**config.mk**
```make
export PLATFORM = sky130hd
export DESIGN_NAME = seq_mult_param_flat
export DESIGN_NICKNAME = d
export VERILOG_FILES = /design/src/rtl/seq_mult_param_if.sv /design/src/rtl/seq_mult_param.sv /design/src/flat_wrapper.sv
export SDC_FILE = /design/constraint.sdc
export NUM_CORES = 1
export LEC_CHECK = 0
export BUFFER_PORTS_ARGS = -buffer_cell sky130_fd_sc_hd__buf_2
export CAP_MARGIN = 20
export CORE_MARGIN = 5
export CORE_UTILIZATION = 55
export DETAILED_ROUTE_END_ITERATION = 16
export PLACE_DENSITY = 0.79
export SYNTH_ARGS = -nofsm -noshare
export SYNTH_HDL_FRONTEND = slang
export SYNTH_SLANG_ARGS = --single-unit
```
**constraint.sdc**
```tcl
create_clock -name Clk -period 3.3 [get_ports Clk]
set_input_delay 0.66 -clock Clk [delete_from_list [all_inputs] [get_ports Clk]]
set_output_delay 0.66 -clock Clk [all_outputs]
set_load 0.05 [all_outputs]
```
**src/rtl/seq_mult_param_if.sv**
```systemverilog
// Handshake and operand bundle for the sequential multiplier.
interface seq_mult_param_if #(
  parameter int WIDTH = 8
);
  logic               Start;
  logic               Signed_Mode;
  logic               Chain;
  logic [WIDTH-1:0]   Multiplicand;
  logic [WIDTH-1:0]   Multiplier;
  logic               Busy;
  logic               Done;
  logic [2*WIDTH-1:0] Product;
  logic               X;

  modport master (
    output Start, Signed_Mode, Chain,
    output Multiplicand, Multiplier,
    input  Busy, Done, Product, X
  );

  modport slave (
    input  Start, Signed_Mode, Chain,
    input  Multiplicand, Multiplier,
    output Busy, Done, Product, X
  );
endinterface

```
**src/rtl/seq_mult_param.sv**
```systemverilog
// Add-shift multiplier, WIDTH x WIDTH -> 2*WIDTH, signed or unsigned.
// Chain mode reuses the low product half as the next multiplier.
module seq_mult_param #(
  parameter  int WIDTH = 8,
  localparam int CW    = $clog2(WIDTH)
) (
  input logic         Clk,
  input logic         Reset,
  seq_mult_param_if.slave bus
);
  typedef enum logic [1:0] {
    IDLE, ADD, SHIFT, HOLD
  } state_t;

  localparam logic [CW:0] LAST = (CW+1)'(WIDTH-1);

  state_t           state_q, state_d;
  logic [WIDTH-1:0] a_q, b_q, m_q;
  logic             x_q, sm_q;
  logic             fin_q, done_q;
  logic [CW:0]      cnt_q;
  logic             last, sub;
  logic [WIDTH:0]   ea, em, sum;

  assign last = cnt_q == LAST;
  assign sub  = sm_q && last;
  assign ea   = {sm_q & a_q[WIDTH-1], a_q};
  assign em   = {sm_q & m_q[WIDTH-1], m_q};
  assign sum  = sub ? ea - em : ea + em;

  assign bus.Busy    = state_q == ADD || state_q == SHIFT;
  assign bus.Done    = done_q;
  assign bus.Product = {a_q, b_q};
  assign bus.X       = x_q;

  always_comb begin
    state_d = state_q;
    unique case (state_q)
      IDLE:  if (bus.Start) state_d = ADD;
      ADD:   state_d = SHIFT;
      SHIFT: state_d = last ? HOLD : ADD;
      // stay until Done has pulsed and Start is released
      HOLD:  if (!bus.Start && !fin_q) state_d = IDLE;
      default: state_d = IDLE;
    endcase
  end

  always_ff @(posedge Clk or negedge Reset) begin
    if (!Reset) begin
      state_q <= IDLE;
      a_q     <= '0;
      b_q     <= '0;
      m_q     <= '0;
      x_q     <= 1'b0;
      sm_q    <= 1'b0;
      cnt_q   <= '0;
      fin_q   <= 1'b0;
      done_q  <= 1'b0;
    end else begin
      state_q <= state_d;
      fin_q   <= state_q == SHIFT && last;
      done_q  <= fin_q;
      unique case (state_q)
        IDLE: begin
          if (bus.Start) begin
            m_q   <= bus.Multiplicand;
            sm_q  <= bus.Signed_Mode;
            a_q   <= '0;
            x_q   <= 1'b0;
            cnt_q <= '0;
            if (!bus.Chain) b_q <= bus.Multiplier;
          end
        end
        ADD: begin
          if (b_q[0]) {x_q, a_q} <= sum;
        end
        SHIFT: begin
          x_q   <= sm_q & x_q;
          a_q   <= {x_q, a_q[WIDTH-1:1]};
          b_q   <= {a_q[0], b_q[WIDTH-1:1]};
          cnt_q <= cnt_q + 1'b1;
        end
        HOLD: ;
        default: ;
      endcase
    end
  end
endmodule

```
**src/flat_wrapper.sv**
```systemverilog
// flat-port wrapper written by rule: the top's interface ports become plain ports
module seq_mult_param_flat 
#(
  parameter  int WIDTH = 8,
  localparam int CW    = $clog2(WIDTH)
)
  (Clk, Reset, bus_Start, bus_Signed_Mode, bus_Chain, bus_Multiplicand, bus_Multiplier, bus_Busy, bus_Done, bus_Product, bus_X);
  seq_mult_param_if #(.WIDTH(WIDTH)) bus_i ();
  input logic Clk;
  input logic Reset;
  input wire logic [$bits(bus_i.Start)-1:0] bus_Start;
  input wire logic [$bits(bus_i.Signed_Mode)-1:0] bus_Signed_Mode;
  input wire logic [$bits(bus_i.Chain)-1:0] bus_Chain;
  input wire logic [$bits(bus_i.Multiplicand)-1:0] bus_Multiplicand;
  input wire logic [$bits(bus_i.Multiplier)-1:0] bus_Multiplier;
  output wire logic [$bits(bus_i.Busy)-1:0] bus_Busy;
  output wire logic [$bits(bus_i.Done)-1:0] bus_Done;
  output wire logic [$bits(bus_i.Product)-1:0] bus_Product;
  output wire logic [$bits(bus_i.X)-1:0] bus_X;
  assign bus_i.Start = bus_Start;
  assign bus_i.Signed_Mode = bus_Signed_Mode;
  assign bus_i.Chain = bus_Chain;
  assign bus_i.Multiplicand = bus_Multiplicand;
  assign bus_i.Multiplier = bus_Multiplier;
  assign bus_Busy = bus_i.Busy;
  assign bus_Done = bus_i.Done;
  assign bus_Product = bus_i.Product;
  assign bus_X = bus_i.X;
  seq_mult_param #(.WIDTH(WIDTH)) u_core (.Clk(Clk), .Reset(Reset), .bus(bus_i));
endmodule
```
**Word level (Yosys, flattened, before mapping)**

Index checks and enable logic that the tools add are counted.

- Bits in registers: 34
- Output and inout bits: 19
- Logic and storage cells: 53

- Add/sub/neg operators: 3
- Eq/ne operators: 8
- Muxes and demuxes: 16
- Bitwise operators: 3
- Reduce and logical (&&, ||, !) cells: 14

Operator list:

| cell | number |
|---|---|
| two-way mux 8 bit | 4 |
| case mux 8 bit (3 select lines) | 1 |
| case mux 8 bit (2 select lines) | 1 |
| adder 9 bit | 1 |
| two-way mux 9 bit | 1 |
| subtractor 9 bit | 1 |
| case mux 2 bit (4 select lines) | 1 |
| case mux 4 bit (2 select lines) | 1 |
| two-way mux 2 bit | 3 |
| AND reduction 2 bit | 3 |
| AND reduction 3 bit | 2 |
| adder 4 x 1 -> 4 bit, second input constant | 1 |
| == test 2 bit, second input constant | 2 |
| == test 4 x 3 -> 1 bit, second input constant | 1 |
| two-way mux 4 bit | 1 |
| != test 2 x 1 -> 1 bit, second input constant | 2 |
| != test 2 bit, second input constant | 2 |
| bitwise AND 1 bit | 3 |
| logical AND 1 bit | 3 |
| case mux 1 bit (3 select lines) | 1 |
| nonzero test 3 bit | 1 |
| == test 2 x 1 -> 1 bit, second input constant | 1 |
| zero test 1 bit | 2 |
| zero test 2 bit | 1 |
| 3 further kinds | 4 |

**Longest topological paths before layout**

Gate-level depths: netlist (run 1).

- Word-level depth: 5
- Gate-level depth with buffers: 12
- Gate-level depth less buffers: 12

**Least setup slack after synthesis (run 1)**

Ideal clock, no wire load.

- Kind: flip-flop to flip-flop
- Start point: reg u_core.cnt_q[0]
- End point: reg u_core.a_q[6]
- Library setup time: 138 ps
- Arrival time: 2382 ps
- Data required time: 3162 ps
- Path slack: 779 ps
- Stages on the path, launching flop included: 11
- Period minus slack after synthesis: 2521 ps
- Path through: dfrtp_1 -> ha_1 -> and4b_1 -> buf_4 -> mux2i_1 -> fa_1 -> a211oi_1 -> o21ai_0 -> a21oi_1 -> xnor2_1 -> o221ai_1

- Word-level cells in the longest chain between the ends: 5

RTL lines:

| what | line | text |
|---|---|---|
| start, declared | seq_mult_param.sv:21 | `logic [CW:0] cnt_q;` |
| start signal, assigned | seq_mult_param.sv:81 | `cnt_q <= cnt_q + 1'b1;` |
| == test 4 x 3 -> 1 bit | seq_mult_param.sv:25 | `assign last = cnt_q == LAST;` |
| logical AND 1 bit | seq_mult_param.sv:26 | `assign sub = sm_q && last;` |
| two-way mux 9 bit | seq_mult_param.sv:29 | `assign sum = sub ? ea - em : ea + em;` |
| two-way mux 8 bit | seq_mult_param.sv:75 | `if (b_q[0]) {x_q, a_q} <= sum;` |
| case mux 8 bit (3 select lines) | seq_mult_param.sv:63 | `unique case (state_q)` |
| end signal, assigned | seq_mult_param.sv:75 |  |
| end signal, assigned | seq_mult_param.sv:79 | `a_q <= {x_q, a_q[WIDTH-1:1]};` |
| end, declared | seq_mult_param.sv:18 | `logic [WIDTH-1:0] a_q, b_q, m_q;` |

Every way passes these cells. The select of a mux whose other input is x is not followed.
A chain may end at the register's enable or synchronous reset.

**Worst setup path in the final report (run 1)**

Ends and elaborated chain as after synthesis.

==> results of run 1 <==
state kept, by name, summed over array words and instances (netlist names), 2 cells and up:
name / cells
u_core.m_q: 8
u_core.state_q: 2
u_core.b_q: 8
u_core.a_q: 8
u_core.cnt_q: 4
layer usage:
metal  GRT usage  part of all wire  vias up
met2      0.3006              0.45       50
met4     0.06967             0.020        0
met1      0.2671              0.47      856
met5           0                 0        -
met3     0.04821             0.061       11
li1            -                 -      907
stage by stage:
stage | hold slack (ns) | std cells | total power, mW
after floorplan | 0.3488 | 227 | 2.031
after global placement | 0.3680 | 309 | 2.332
after detailed placement | 0.3901 | 309 | 2.368
after CTS | 0.4067 | 317 | 2.867
after global routing | 0.4209 | 317 | 3.085
final | 0.4035 | 317 | 2.865
worst max-delay path by stage:
stage | from | to | cells past startpoint
floorplan | u_core.cnt_q[0] | u_core.a_q[6] | 10
global placement | u_core.cnt_q[0] | u_core.a_q[6] | 9
detailed placement | u_core.cnt_q[0] | u_core.a_q[6] | 9
CTS | u_core.cnt_q[0] | u_core.a_q[6] | 9
global route | u_core.cnt_q[0] | u_core.a_q[6] | 9
finish | u_core.cnt_q[0] | u_core.a_q[6] | 9
kinds of logic (layout without fill, tap and decap cells):
kind of cell,Yosys count,after routing
simple gates,68,68
compound gates,61,61
flops,34,34
buf+inv,22,64
mux,19,19
fa+ha+maj,15,15
xor+xnor,8,8
Yosys cell counts, types with 2 or more instances:
| library cell | n | share of area |
|---|---|---|
| sky130_fd_sc_hd__nor3_1 | 3 | 0.0069 |
| sky130_fd_sc_hd__nand2b_1 | 3 | 0.0087 |
| sky130_fd_sc_hd__a22o_1 | 2 | 0.0081 |
| sky130_fd_sc_hd__clkbuf_1 | 3 | 0.0052 |
| sky130_fd_sc_hd__mux2_2 | 10 | 0.052 |
| sky130_fd_sc_hd__and4b_1 | 2 | 0.0092 |
| sky130_fd_sc_hd__nor4_1 | 3 | 0.0087 |
| sky130_fd_sc_hd__inv_1 | 15 | 0.026 |
| sky130_fd_sc_hd__o21ai_0 | 23 | 0.053 |
| sky130_fd_sc_hd__a21oi_1 | 10 | 0.023 |
| sky130_fd_sc_hd__o211ai_1 | 3 | 0.010 |
| sky130_fd_sc_hd__nand3_1 | 5 | 0.012 |
| sky130_fd_sc_hd__ha_1 | 14 | 0.081 |
| sky130_fd_sc_hd__a22oi_1 | 4 | 0.014 |
| sky130_fd_sc_hd__nand2_1 | 23 | 0.040 |
| sky130_fd_sc_hd__a21o_1 | 2 | 0.0069 |
| sky130_fd_sc_hd__nor2_1 | 17 | 0.029 |
| sky130_fd_sc_hd__dfrtp_1 | 34 | 0.39 |
| sky130_fd_sc_hd__xnor2_1 | 7 | 0.028 |
| sky130_fd_sc_hd__a211oi_1 | 2 | 0.0069 |
| sky130_fd_sc_hd__o31ai_1 | 5 | 0.017 |
| sky130_fd_sc_hd__mux2i_1 | 9 | 0.042 |
| sky130_fd_sc_hd__and3_1 | 2 | 0.0058 |
final cells by class:
cell class                      instances  area [µm²]  area share
Multi-Input combinational cell        171        1216      0.4795
Timing Repair Buffer                   41       210.2     0.08288
Tap cell                               48       60.06     0.02368
Sequential cell                        34       850.8      0.3355
Clock inverter                          2       60.06     0.02368
Inverter                               15       56.30     0.02220
Clock buffer                            6       82.58     0.03256
layout by cell type, fill, tap and decap left out, types with 4 or more instances in the layout:
cell	Yosys	routed
sky130_fd_sc_hd__buf_2	0	39
sky130_fd_sc_hd__ha_1	14	14
sky130_fd_sc_hd__nor2_1	17	17
sky130_fd_sc_hd__clkbuf_8	0	6
sky130_fd_sc_hd__xnor2_1	7	7
sky130_fd_sc_hd__a21oi_1	10	10
sky130_fd_sc_hd__inv_1	15	15
sky130_fd_sc_hd__nand3_1	5	5
sky130_fd_sc_hd__mux2i_1	9	9
sky130_fd_sc_hd__mux2_2	10	10
sky130_fd_sc_hd__dfrtp_1	34	34
sky130_fd_sc_hd__o21ai_0	23	23
sky130_fd_sc_hd__nand2_1	23	23
sky130_fd_sc_hd__o31ai_1	5	5
sky130_fd_sc_hd__a22oi_1	4	4
where the power goes:
group,total (mW),internal [mW],switching [mW]
sequential,0.754,0.570,0.184
combinational,1.62,0.579,1.05
clock,0.486,0.322,0.164
total,2.86,1.47,1.39
==> results list, run 1 <==
* Highest fanout seen on the critical path: 10
* Synthesis Warnings: 0
- Critical hold path startpoint: u_core.fin_q
- Peak supply drop: 0.6137 mV
- At the pin with the least slew margin, the transition time is around 1.0 ns.
- For the worst flop-to-flop path, the logic depth is 9.
- Maximum clock insertion buffer count: 2
- Summed over all layers, the routed wires come to 4.693 mm.
- The cell sitting at the root of the clock tree is a sky130_fd_sc_hd__clkbuf_8.
- After synthesis the netlist holds a flip-flop and latch count of 34.
- Derived from the worst setup path, the maximum achievable clock frequency is 350.0 MHz.
- Across the run, the number of max-cap violations was 0.
- Routed wire per std cell: 14.80 µm
- Height of the die: 72.74 µm
* Post-CTS clock slew at the launch and capture registers of the worst setup and hold paths: 0.08 ns
- Simple-gate portion of the synthesized area: 0.1572
* FF-to-FF Start: u_core.cnt_q[0]
* Slack of the worst reg-to-reg path: 0.44 ns
* CTS buffer count: 5
- Final count of hold timing violations: 0
- Unrepaired setup endpoints after global routing: false
- Of all flip-flops after synthesis, the portion carrying an async set or reset was 1.000.
- Initial antenna violation count: 0
* Total iterations of the first detailed-routing run: 4
- Antenna cell count: 0
- The placed instances occupy a cell area of 0.002394 mm².
- Antenna Violating Nets Remaining: 0
- Final period demand of the worst path: 2.857 ns
* Combinational family with the most area after synthesis: compound AO/OA/AOI/OAI gates
- Of the total synthesized cell area, the portion taken by XOR and XNOR cells is 0.03237.
* Post-Synthesis Mean Instance Area: 9.536 µm²
- Aggregate global-route resource usage: 0.1954
* Number of buffers added for setup after CTS: 0
- Post-CTS repair changed the size of 0 cells.
- STA classifies the critical path endpoint as a register.
- Net count of the mapped netlist: 263
- The path class of the tightest hold or removal check is register to register.
- Pin count of the biggest net entering global routing: 35
- Post-route DRC violation count: 0
- In this run the power density over the cells is 1130 mW/mm².
- For this run, the share of the core covered by cells in the final layout is 0.6775.
- On the critical path, the stage with the largest delay is an instance of sky130_fd_sc_hd__fa_1.
- Synthesized instance count: approximately 230
- By startpoint and endpoint, the worst setup path is classified as register to register.
* Post-route setup TNS: 0 ns
* Filler instances: 328
* Total of hold buffers inserted after clock tree synthesis: 0
- For hold timing, the worst endpoint is u_core.bus.Done.
- Clock latency on the worst-skew pair, taken at its later pin, is ~0.30 ns.
- Critical Path, Cell by Cell: ha_1 -> and4b_1 -> mux2i_1 -> fa_1 -> a211oi_1 -> o21ai_0 -> a21oi_1 -> xnor2_1 -> o221ai_1
- The first global-routing pass estimated 8.086 mm of wire.
- Of the available clock period, the critical path in the final layout requires 0.8659.
* Count of routing violations after the opening detailed-route iteration: approximately 130
- The area fraction in compound gates after synthesis was 0.1884.
- Number of distinct standard cells referenced by the synthesized netlist: slightly below 50
* Relative max-transition margin: 0.3204
- TritonCTS built the clock tree.
- After legalization and detailed placement, the total HPWL measured about 3.5 mm.
- Data arrival time of the critical path: around 3 ns
* Number of global-route vias before repair: around 1700
- 40 I/O pins were placed.
- CP delay by family, top: compound AO/OA/AOI/OAI gates
- From left edge to right edge, the die measures between 70 and 80 µm.
- In this run the number of H-tree levels came out at 2.
- The net count of the finished layout is 304.
* Reported leakage power: 1.242 nW
- The clock drives 34 sinks.
- The most used flip-flop cell after synthesis is sky130_fd_sc_hd__dfrtp_1.
* Effective utilization at floorplan: 0.5782
* Worst hold path cell count: 0
* Routed via count: 1824
- At the worst endpoint, the required time is 3.44 ns.
- Measured against the total synthesized area, the mux share comes to 0.09364.
- Final critical-path setup slack: 0.4426 ns
* Overall die area: 0.005290 mm²
- Worst reg2reg path endpoint: u_core.a_q[6]
- Layout cell share with drive strength beyond 1: 0.2454
- After floorplanning, the core was divided into 22 placement rows.
- Worst path buffer plus inverter count: 0
- In this run the standard cell core region covers around 0.0037 mm².
- Placement Setup Slack: roughly 0.53 ns
- Vias per std cell: approximately 5.8
- The finished cells cover 0.002536 mm².
* Slowest Stage Delay on Critical Path: 0.47 ns
* Routability Congestion: 0.9623
- Largest clock skew in the final design: between 0.01 and 0.015 ns
- Setup-failing EPs final: 0
* Post-synthesis adder-cell area fraction: 0.09017
* Residual overflow from global routing: 0
- Post-synthesis sequential area ratio: 0.3931
* EDFF count, synth: 0
- Cell area after synthesis: 0.002165 mm²
- The worst setup path is launched from a register.
- Compared with the post-synthesis result, the final layout area differs by 17.17%.
- The run finished with clean final reports.
- Number of buffer cells added on primary ports: 39
- Final number of max-transition violations: 0
No activity file was read; power rests on OpenSTA's default activity.
==> inputs of run 2 (changes only) <==
ABC_AREA = 1   (was default)
==> run 2 against run 1 <==
Register-to-register slack gained 0.32 ns. Combinational power is essentially flat. Critical path depth grew 5. Count of clock-buffer cells in the layout is the same. Clock power shrank 1%. Sequential share of layout area grew 0.59 points. Area after synthesis shrank 2.4%. Wire length grew 2.3%.
==> results list, run 2 <==
- Run status: finished clean (unchanged).
- The HPWL after detailed placement is 3.451 mm (was 3.500 mm).
* Reg2Reg Depth: 14 (was 9)
- The area inside the core boundary came to 0.003689 mm² (was 0.003744 mm²).
- The instance count of the mapped netlist was 285 (was 227).
* EDFF count, synth: 0 (unchanged)
- The clock share of power is 0.169 (was 0.170).
- Total power consumption of the routed design: 2.829 mW (was 2.865 mW)
- Residual overflow from global routing: 0 (unchanged)
* Post-layout nets: 363 (was 304)
- Yosys top cell by area: sky130_fd_sc_hd__dfrtp_1 (unchanged)
- Fraction of power spent switching nets: 0.5085 (was 0.4864)
- The register share of total power was 0.250 (was 0.263).
- The post-CTS setup-driven buffer insertion count came to 0 (unchanged).
- Worst path depth: 14 (was 9)
* Peak supply drop: 0.7015 mV (was 0.6137 mV)
- Most frequent cells in the layout: sky130_fd_sc_hd__nand2_1, sky130_fd_sc_hd__buf_2, sky130_fd_sc_hd__inv_1 (was sky130_fd_sc_hd__buf_2, sky130_fd_sc_hd__dfrtp_1, sky130_fd_sc_hd__nand2_1, sky130_fd_sc_hd__o21ai_0, sky130_fd_sc_hd__nor2_1).
- The async set-reset flop share out of synthesis was 1.000 (unchanged).
* Critical hold path startpoint: u_core.fin_q (unchanged)
- Post-synth top cells: sky130_fd_sc_hd__nand2_1, sky130_fd_sc_hd__inv_1, sky130_fd_sc_hd__dfrtp_1 (was sky130_fd_sc_hd__dfrtp_1, sky130_fd_sc_hd__nand2_1, sky130_fd_sc_hd__o21ai_0)
- The post-route cell area is 0.002492 mm² (was 0.002536 mm²).
- The placed standard-cell area was 0.002350 mm² (was 0.002394 mm²).
- Layout cell share with drive strength beyond 1: 0.1677 (was 0.2454)
- Portion of total power attributed to combinational logic: 0.581 (was 0.567)
* Total of hold buffers inserted after clock tree synthesis: 0 (unchanged)
- Overall die area: 0.005182 mm² (was 0.005290 mm²)
- The count of warnings emitted by yosys was 0 (unchanged).
- Critical path required time: 3.48 ns (was 3.44 ns)
- The count of distinct cell types in the synthesized netlist came to 25 (was 49).
- Ranking of synthesized cells by area: sky130_fd_sc_hd__dfrtp_1, sky130_fd_sc_hd__nand2_1, sky130_fd_sc_hd__ha_1 (was sky130_fd_sc_hd__dfrtp_1, sky130_fd_sc_hd__ha_1, sky130_fd_sc_hd__o21ai_0).
* Type of the tightest min-delay check: register to register (unchanged)
* Post-synthesis sequential area ratio: 0.4026 (was 0.3931)
- Post-route DRC violation count: 0 (unchanged)
- The post-route antenna net violation count is 0 (unchanged).
- The number of endpoints with negative hold slack in the final report is 0 (unchanged).
- The max-slew violation total from the final report is 0 (unchanged).
- The x dimension of the die is 71.99 µm (was 72.74 µm).
* Worst path buffer plus inverter count: 0 (unchanged)
- The capturing element type of the critical path was a register (unchanged).
* Worst Hold Endpoint: u_core.bus.Done (unchanged)
- The worst relative slew slack was 0.5112 (was 0.3204).
- Count of routing violations after the opening detailed-route iteration: 129 (was 132)
* Antenna cell count: 0 (unchanged)
- The synthesis-stage register bit count was 34 (unchanged).
- The setup TNS after final layout came to 0 ns (unchanged).
- Power per standard cell area: 1135 mW/mm² (was 1130 mW/mm²)
* Clock tree from TritonCTS: yes (unchanged)
* Vias per std cell: 5.146 (was 5.754)
* CP dominant cell by count: sky130_fd_sc_hd__nand2_1
- Routed WL: 4.800 mm (was 4.693 mm)
- Largest clock skew in the final design: 0.009118 ns (was 0.01055 ns)
- CP delay by family, top: simple AND/OR/NAND/NOR gates (was compound AO/OA/AOI/OAI gates)
* Unrepaired setup endpoints after global routing: false (unchanged)
- The clock edge transition at the registers on the reported setup and hold paths is 0.07 ns (was 0.08 ns).
- Leading register cell type out of synthesis: sky130_fd_sc_hd__dfrtp_1 (unchanged)
- Number of buffer cells added on primary ports: 39 (unchanged)
- The worst-path cell with the longest stage delay was sky130_fd_sc_hd__dfrtp_1 (was sky130_fd_sc_hd__fa_1).
- Registers with the most flip-flops: u_core.a_q: 8 flops, u_core.b_q: 8 flops, u_core.m_q: 8 flops (unchanged)
- Pin count of the biggest net entering global routing: 35 (unchanged)
- Aggregate global-route resource usage: 0.1951 (was 0.1954)
- Post-Synthesis Mean Instance Area: 7.415 µm² (was 9.536 µm²)
* Effective utilization at floorplan: 0.5729 (was 0.5782)
- The total number of H-tree levels came to 2 (unchanged).
* Top-count cell post-synth: sky130_fd_sc_hd__nand2_1 (was sky130_fd_sc_hd__dfrtp_1)
- The vertical die dimension is 71.99 µm (was 72.74 µm).
* Number of global-route vias before repair: 1842 (was 1737)
- Number of top-level pins: 40 (unchanged)
- The post-synthesis to final-layout area growth was 17.94% (was 17.17%).
* Critical Path, Cell by Cell: ha_1 -> nand2_1 -> nor2_1 -> nand2_1 -> o21ai_0 -> xor2_1 -> ha_1 -> a21o_1 -> a21oi_1 -> nand3b_1 -> nand3_1 -> nand2_1 -> nand2_1 -> nand2_1 (was ha_1 -> and4b_1 -> mux2i_1 -> fa_1 -> a211oi_1 -> o21ai_0 -> a21oi_1 -> xnor2_1 -> o221ai_1)
- CTS buffer count: 5 (unchanged)
* Share of the clock period used by the worst path after layout: 0.7677 (was 0.8659)
- The via count was 1935 (was 1824).
* Final period demand of the worst path: 2.533 ns (was 2.857 ns)
- The max-cap violation count came to 0 (unchanged).
* Final Core Density: 0.6757 (was 0.6775)
* Net count of the mapped netlist: 321 (was 263)
- Cells resized by post-CTS repair: 0 (unchanged)
- The capture instance of the worst register-to-register path is u_core.a_q[7] (was u_core.a_q[6]).
- Data arrival time of the critical path: 2.72 ns (was 3.00 ns)
- The root cell of the clock tree is sky130_fd_sc_hd__clkbuf_8 (unchanged).
- Most frequent standard cell in the layout excluding fill and tap cells: sky130_fd_sc_hd__nand2_1 (was sky130_fd_sc_hd__buf_2)
* Worst-margin pin slew: 0.7332 ns (was 1.015 ns)
* Max frequency: 394.7 MHz (was 350.0 MHz)
- The share of the synthesized area in the top cell type is 0.4026 (was 0.3931).
- The static leakage came to 1.419 nW (was 1.242 nW).
* Wire length of the first global-routing pass: 8.142 mm (was 8.086 mm)
- CTS sink count: 34 (unchanged)
* Worst hold path cell count: 0 (unchanged)
- The start-to-end type of the worst setup path is register to register (unchanged).
- The final-report setup violation count came to 0 (unchanged).
- Initial antenna violation count: 0 (unchanged)
* Highest fanout seen on the critical path: 10 (unchanged)
- The flop-to-flop setup slack was 0.77 ns (was 0.44 ns).
- The maximum number of buffers from clock root to sink was 2 (unchanged).
- Cell area after synthesis: 0.002113 mm² (was 0.002165 mm²)
* Routed wire per std cell: 12.77 µm (was 14.80 µm)
- The biggest cell delay along the critical path was 0.41 ns (was 0.47 ns).
* Internal power consumption: 1.391 mW (was 1.471 mW)
- Routability Congestion: 0.9012 (was 0.9623)
* Cell row count: 22 (unchanged)
- Total iterations of the first detailed-routing run: 7 (was 4)
- The clock latency of the later-clocked register in the worst-skew pair came to 0.29 ns (was 0.30 ns).
* FF-to-FF Start: u_core.cnt_q[0] (unchanged)
- The reported net switching power was 1.439 mW (was 1.393 mW).
- The launching element type of the critical path is a register (unchanged).
[run 2: cell count changes in the layout (fill, tap and decap cells not counted), sizes merged, moves of 4 or more]
cell / before / now
inv: 15 / 40
nand2: 23 / 86
a31oi: 1 / 8
o31ai: 5 / 1
xor2: 1 / 8
o21ai: 24 / 10
mux2: 10 / 0
xnor2: 7 / 0
nor2: 17 / 31
nand3: 5 / 13
mux2i: 9 / 0
a21oi: 11 / 25
[run 2: area by class of cell]
type                    count  area (µm²)
well taps                  48       60.06
multi-input cells         206        1086
flip-flops and latches     34       850.8
clock inverters             2       60.06
fillers                   325        1196
repair buffers             40       202.7
inverters                  40       150.1
clock buffers               6       82.58
[run 2: worst register-to-register path, stage by stage, from the launching register on]
cell	delay [ns]
sky130_fd_sc_hd__dfrtp_1	0.41
sky130_fd_sc_hd__ha_1	0.22
sky130_fd_sc_hd__nand2_1	0.08
sky130_fd_sc_hd__nor2_1	0.06
sky130_fd_sc_hd__nand2_1	0.22
sky130_fd_sc_hd__o21ai_0	0.16
sky130_fd_sc_hd__xor2_1	0.18
sky130_fd_sc_hd__ha_1	0.34
sky130_fd_sc_hd__a21o_1	0.22
sky130_fd_sc_hd__a21oi_1	0.17
sky130_fd_sc_hd__nand3b_1	0.10
sky130_fd_sc_hd__nand3_1	0.09
sky130_fd_sc_hd__nand2_1	0.06
sky130_fd_sc_hd__nand2_1	0.07
sky130_fd_sc_hd__nand2_1	0.05
[run 2: power by group through the flow]
stage	Sequential [mW]	Combinational, mW	Clock (mW)
after floorplan	0.927	1.06	0
after global placement	0.708	1.58	0
after detailed placement	0.713	1.60	0
after CTS	0.706	1.64	0.482
after global routing	0.734	1.82	0.504
final	0.707	1.64	0.479
[run 2: layer usage]
layer	vias to the layer above	global-route usage	part of all wire
met5	-	0	0
met4	0	0.07098	0.016
met3	10	0.05679	0.073
met2	66	0.3061	0.44
met1	867	0.2568	0.47
li1	992	-	-
[run 2: cell families after synthesis]
group	share of synthesized area
and+or+nand+nor	0.2504
buffers and inverters	0.08348
xor gates and xnor gates	0.03316
adders and majority gates	0.09236
DFF	0.4026
AOI/OAI and AO/OA	0.1380
[run 2: how the worst max path moves through the flow]
stage	startpoint	to	slack, ns
after detailed placement	u_core.cnt_q[0]	u_core.a_q[6]	0.83
after CTS	u_core.cnt_q[0]	u_core.a_q[6]	0.80
after global routing	u_core.cnt_q[0]	u_core.a_q[7]	0.49
after floorplan	u_core.cnt_q[0]	u_core.a_q[7]	1.05
after global placement	u_core.cnt_q[0]	u_core.a_q[6]	0.93
final	u_core.cnt_q[0]	u_core.a_q[7]	0.77
[run 2: stage by stage]
step	instances	worst slack (ns)	hold WS [ns]
after detailed placement	368	0.8317	0.3695
final	376	0.7667	0.3828
after global routing	376	0.4878	0.3957
after CTS	376	0.7974	0.3861
after global placement	368	0.9279	0.3533
after floorplan	285	1.054	0.3488
==> inputs of run 3 (changes only) <==
CORE_UTILIZATION = 50   (was 55)
PLACE_DENSITY = 0.76   (was 0.79)
clock period = 2.17 ns   (was 3.3 ns; I/O delays follow)
==> run 3 against run 2 <==
The run now ends with setup timing left. Count of clock-buffer cells in the layout unchanged. Fmax grew 11%. Non-clock buffer count grew 27. Utilization up 3.7 points. Register-to-register slack worse by 0.89 ns. Clock power increased by 25%. Sequential power up 57%. Wire length is 16% higher. Highest routed layer unchanged.
==> results list, run 3 (synthesis results as in run 2) <==
- Run status: finished, violations left (was finished clean).
- Failing checks: setup timing
* Slowest cell on the critical path: sky130_fd_sc_hd__dfrtp_1 (unchanged)
* CP dominant cell by count: sky130_fd_sc_hd__nand2_1 (unchanged)
* Critical Path, Cell by Cell: inv_2 -> ha_4 -> nand2_2 -> nor2_2 -> nand2_1 -> nand2_1 -> xor2_1 -> inv_1 -> ha_4 -> inv_1 -> o21bai_1 -> a21oi_2 -> nand2_1 -> nand2_1 -> nand3_1 -> nand2_1 -> nand2_1 -> nand2_1 (was ha_1 -> nand2_1 -> nor2_1 -> nand2_1 -> o21ai_0 -> xor2_1 -> ha_1 -> a21o_1 -> a21oi_1 -> nand3b_1 -> nand3_1 -> nand2_1 -> nand2_1 -> nand2_1)
- The number of global-route vias before repair was 1925 (was 1842).
* Routed wire per std cell: 13.70 µm (was 12.77 µm)
* Maximum clock insertion buffer count: 2 (unchanged)
- The data required time at the worst endpoint is 2.36 ns (was 3.48 ns).
- Pin count of the biggest net entering global routing: 35 (unchanged)
* Floorplan core area: 0.004058 mm² (was 0.003689 mm²)
* Category of the worst setup path launch point: register (unchanged)
- The antenna diode count came to 0 (unchanged).
* Effective utilization at floorplan: 0.5208 (was 0.5729)
* Residual overflow from global routing: 0 (unchanged)
- The worst relative slew slack came to 0.4994 (was 0.5112).
- The start-to-end type of the worst setup path is register to register (unchanged).
- The detailed-router iteration count before antenna repair was 5 (was 7).
- The max-cap violation count came to 0 (unchanged).
- Peak supply drop: 1.182 mV (was 0.7015 mV)
* Registers with the most flip-flops: u_core.a_q: 8 flops, u_core.b_q: 8 flops, u_core.m_q: 8 flops (unchanged)
- The CTS tree was yes (unchanged).
- The average via count per standard cell came to 5.168 (was 5.146).
* Aggregate global-route resource usage: 0.2029 (was 0.1951)
* Number of top-level pins: 40 (unchanged)
* Layout cell share with drive strength beyond 1: 0.3324 (was 0.1677)
- The quantity of I/O buffers inserted on ports came to 39 (unchanged).
- Post-DP HPWL: 3.586 mm (was 3.451 mm)
- Power per standard cell area: 1677 mW/mm² (was 1135 mW/mm²)
- The root cell of the clock tree was sky130_fd_sc_hd__clkbuf_8 (unchanged).
- Data arrival time of the critical path: 2.48 ns (was 2.72 ns)
* Most frequent cells in the layout: sky130_fd_sc_hd__nand2_1, sky130_fd_sc_hd__buf_2, sky130_fd_sc_hd__inv_1, sky130_fd_sc_hd__dfrtp_1 (was sky130_fd_sc_hd__nand2_1, sky130_fd_sc_hd__buf_2, sky130_fd_sc_hd__inv_1)
- Initial antenna violation count: 0 (unchanged)
* Post-CTS clock slew at the launch and capture registers of the worst setup and hold paths: 0.07 ns (about the same)
- Worst-margin pin slew: 0.7509 ns (was 0.7332 ns)
- CTS sink count: 34 (unchanged)
- Height of the die: 75.01 µm (was 71.99 µm)
- The final layout net count is 391 (was 363).
- Share of the clock period used by the worst path after layout: 1.055 (was 0.7677)
- The most common cell after layout, fill and taps aside is sky130_fd_sc_hd__nand2_1 (unchanged).
- The final setup slack of the worst path was -0.1204 ns (was 0.7667 ns).
- The final-report setup violation count came to 5 (was 0).
- The highest attainable clock frequency was 436.6 MHz (was 394.7 MHz).
- Routed via count: 2093 (was 1935)
- Largest clock skew in the final design: 0.007399 ns (was 0.009118 ns)
- Routability Congestion: 0.9543 (was 0.9012)
- Routed WL: 5.547 mm (was 4.800 mm)
- Total power consumption of the routed design: 4.851 mW (was 2.829 mW)
- The worst hold-check path type is input pin to async pin (was register to register).
- The core utilization of the finished layout was 0.7129 (was 0.6757).
- The capturing element type of the critical path is a register (unchanged).
- Area grow syn2layout: 36.89% (was 17.94%)
- H-tree depth: 2 (unchanged)
* Cell row count: 23 (was 22)
* Antenna Violating Nets Remaining: 0 (unchanged)
* Die X-Extent: 75.01 µm (was 71.99 µm)
- Source-to-sink clock delay at the later pin of the worst-skew pair: 0.29 ns (about the same)
- Unrepaired setup endpoints after global routing: true (was false)
- The static leakage is 1.573 nW (was 1.419 nW).
- Highest fanout seen on the critical path: 3 (was 10)
- CTS buffer count: 5 (unchanged)
- Wire length of the first global-routing pass: 8.700 mm (was 8.142 mm)
* Post-route DRC violation count: 0 (unchanged)
* Count of routing violations after the opening detailed-route iteration: 180 (was 129)
* WHS: 0.2089 ns (was 0.3828 ns)
- The biggest cell delay along the critical path is 0.42 ns (was 0.41 ns).
* Final number of max-transition violations: 0 (unchanged)
- Final period demand of the worst path: 2.290 ns (was 2.533 ns)
- The floorplan die area came to 0.005627 mm² (was 0.005182 mm²).
- Final count of hold timing violations: 0 (unchanged)
- The worst setup timing slack at the placement stage came to -0.1834 ns (was 0.8317 ns).
-- run 3: routing by layer --
layer / up-vias / GRT usage / wire [µm]
met4: 0 / 0.05534 / 89
met1: 985 / 0.2766 / 2506
met3: 13 / 0.04139 / 236
met2: 49 / 0.3288 / 2714
li1: 1046 / - / -
met5: - / 0 / 0
-- run 3: repair_timing --
| item | CTS | global route |
|---|---|---|
| buffers inserted | 7 | 4 |
| resized for setup | 25 | 26 |
| hold buffers | 0 | 0 |
| gates cloned | 1 | 0 |
| setup endpoints to repair | 6 | 8 |
| pin swaps | 16 | 17 |
-- run 3: worst paths after layout --
check | startpoint | end | slack, ns | cells past startpoint
setup / recovery | u_core.m_q[0] | u_core.a_q[7] | -0.12 | 18
hold / removal | Reset | u_core.m_q[5] | 0.21 | 1
setup reg to reg | u_core.m_q[0] | u_core.a_q[7] | -0.12 | 18
hold reg to reg | u_core.fin_q | u_core.bus.Done | 0.38 | 0
max in group asynchronous | Reset | u_core.m_q[7] | 1.49 | 1
min in group Clk | u_core.fin_q | u_core.bus.Done | 0.38 | 0
-- run 3: report_power, final --
| group | switching [mW] | total [mW] | internal [mW] |
|---|---|---|---|
| clock network | 0.232 | 0.599 | 0.367 |
| registers | 0.234 | 1.11 | 0.878 |
| logic | 1.98 | 3.14 | 1.16 |
-- run 3: worst max-delay path: cells and delay by family (launching register included) --
family / cells / cell delay [ns]
buf+inv: 3 / 0.23
flops: 1 / 0.42
simple gates: 10 / 0.68
fa+ha+maj: 2 / 0.43
compound gates: 2 / 0.28
xor+xnor: 1 / 0.14
-- run 3: final cells by class --
class	count	area, µm²
inverter	40	150.1
fill	286	1165
tap	50	62.56
timing repair buffer	67	409.1
multi-input combinational	207	1308
clock buffer	6	82.58
sequential	34	850.8
clock inverter	1	30.03
-- run 3: metrics by stage --
| step | instances | TNS (ns) | area, µm² |
|---|---|---|---|
| finish | 405 | -0.2688 | 2893 |
| detailed placement | 386 | -0.7217 | 2475 |
| CTS | 401 | -0.01750 | 2724 |
| floorplan | 285 | 0 | 2116 |
| global placement | 386 | -0.1911 | 2475 |
| global route | 405 | -1.248 | 2893 |
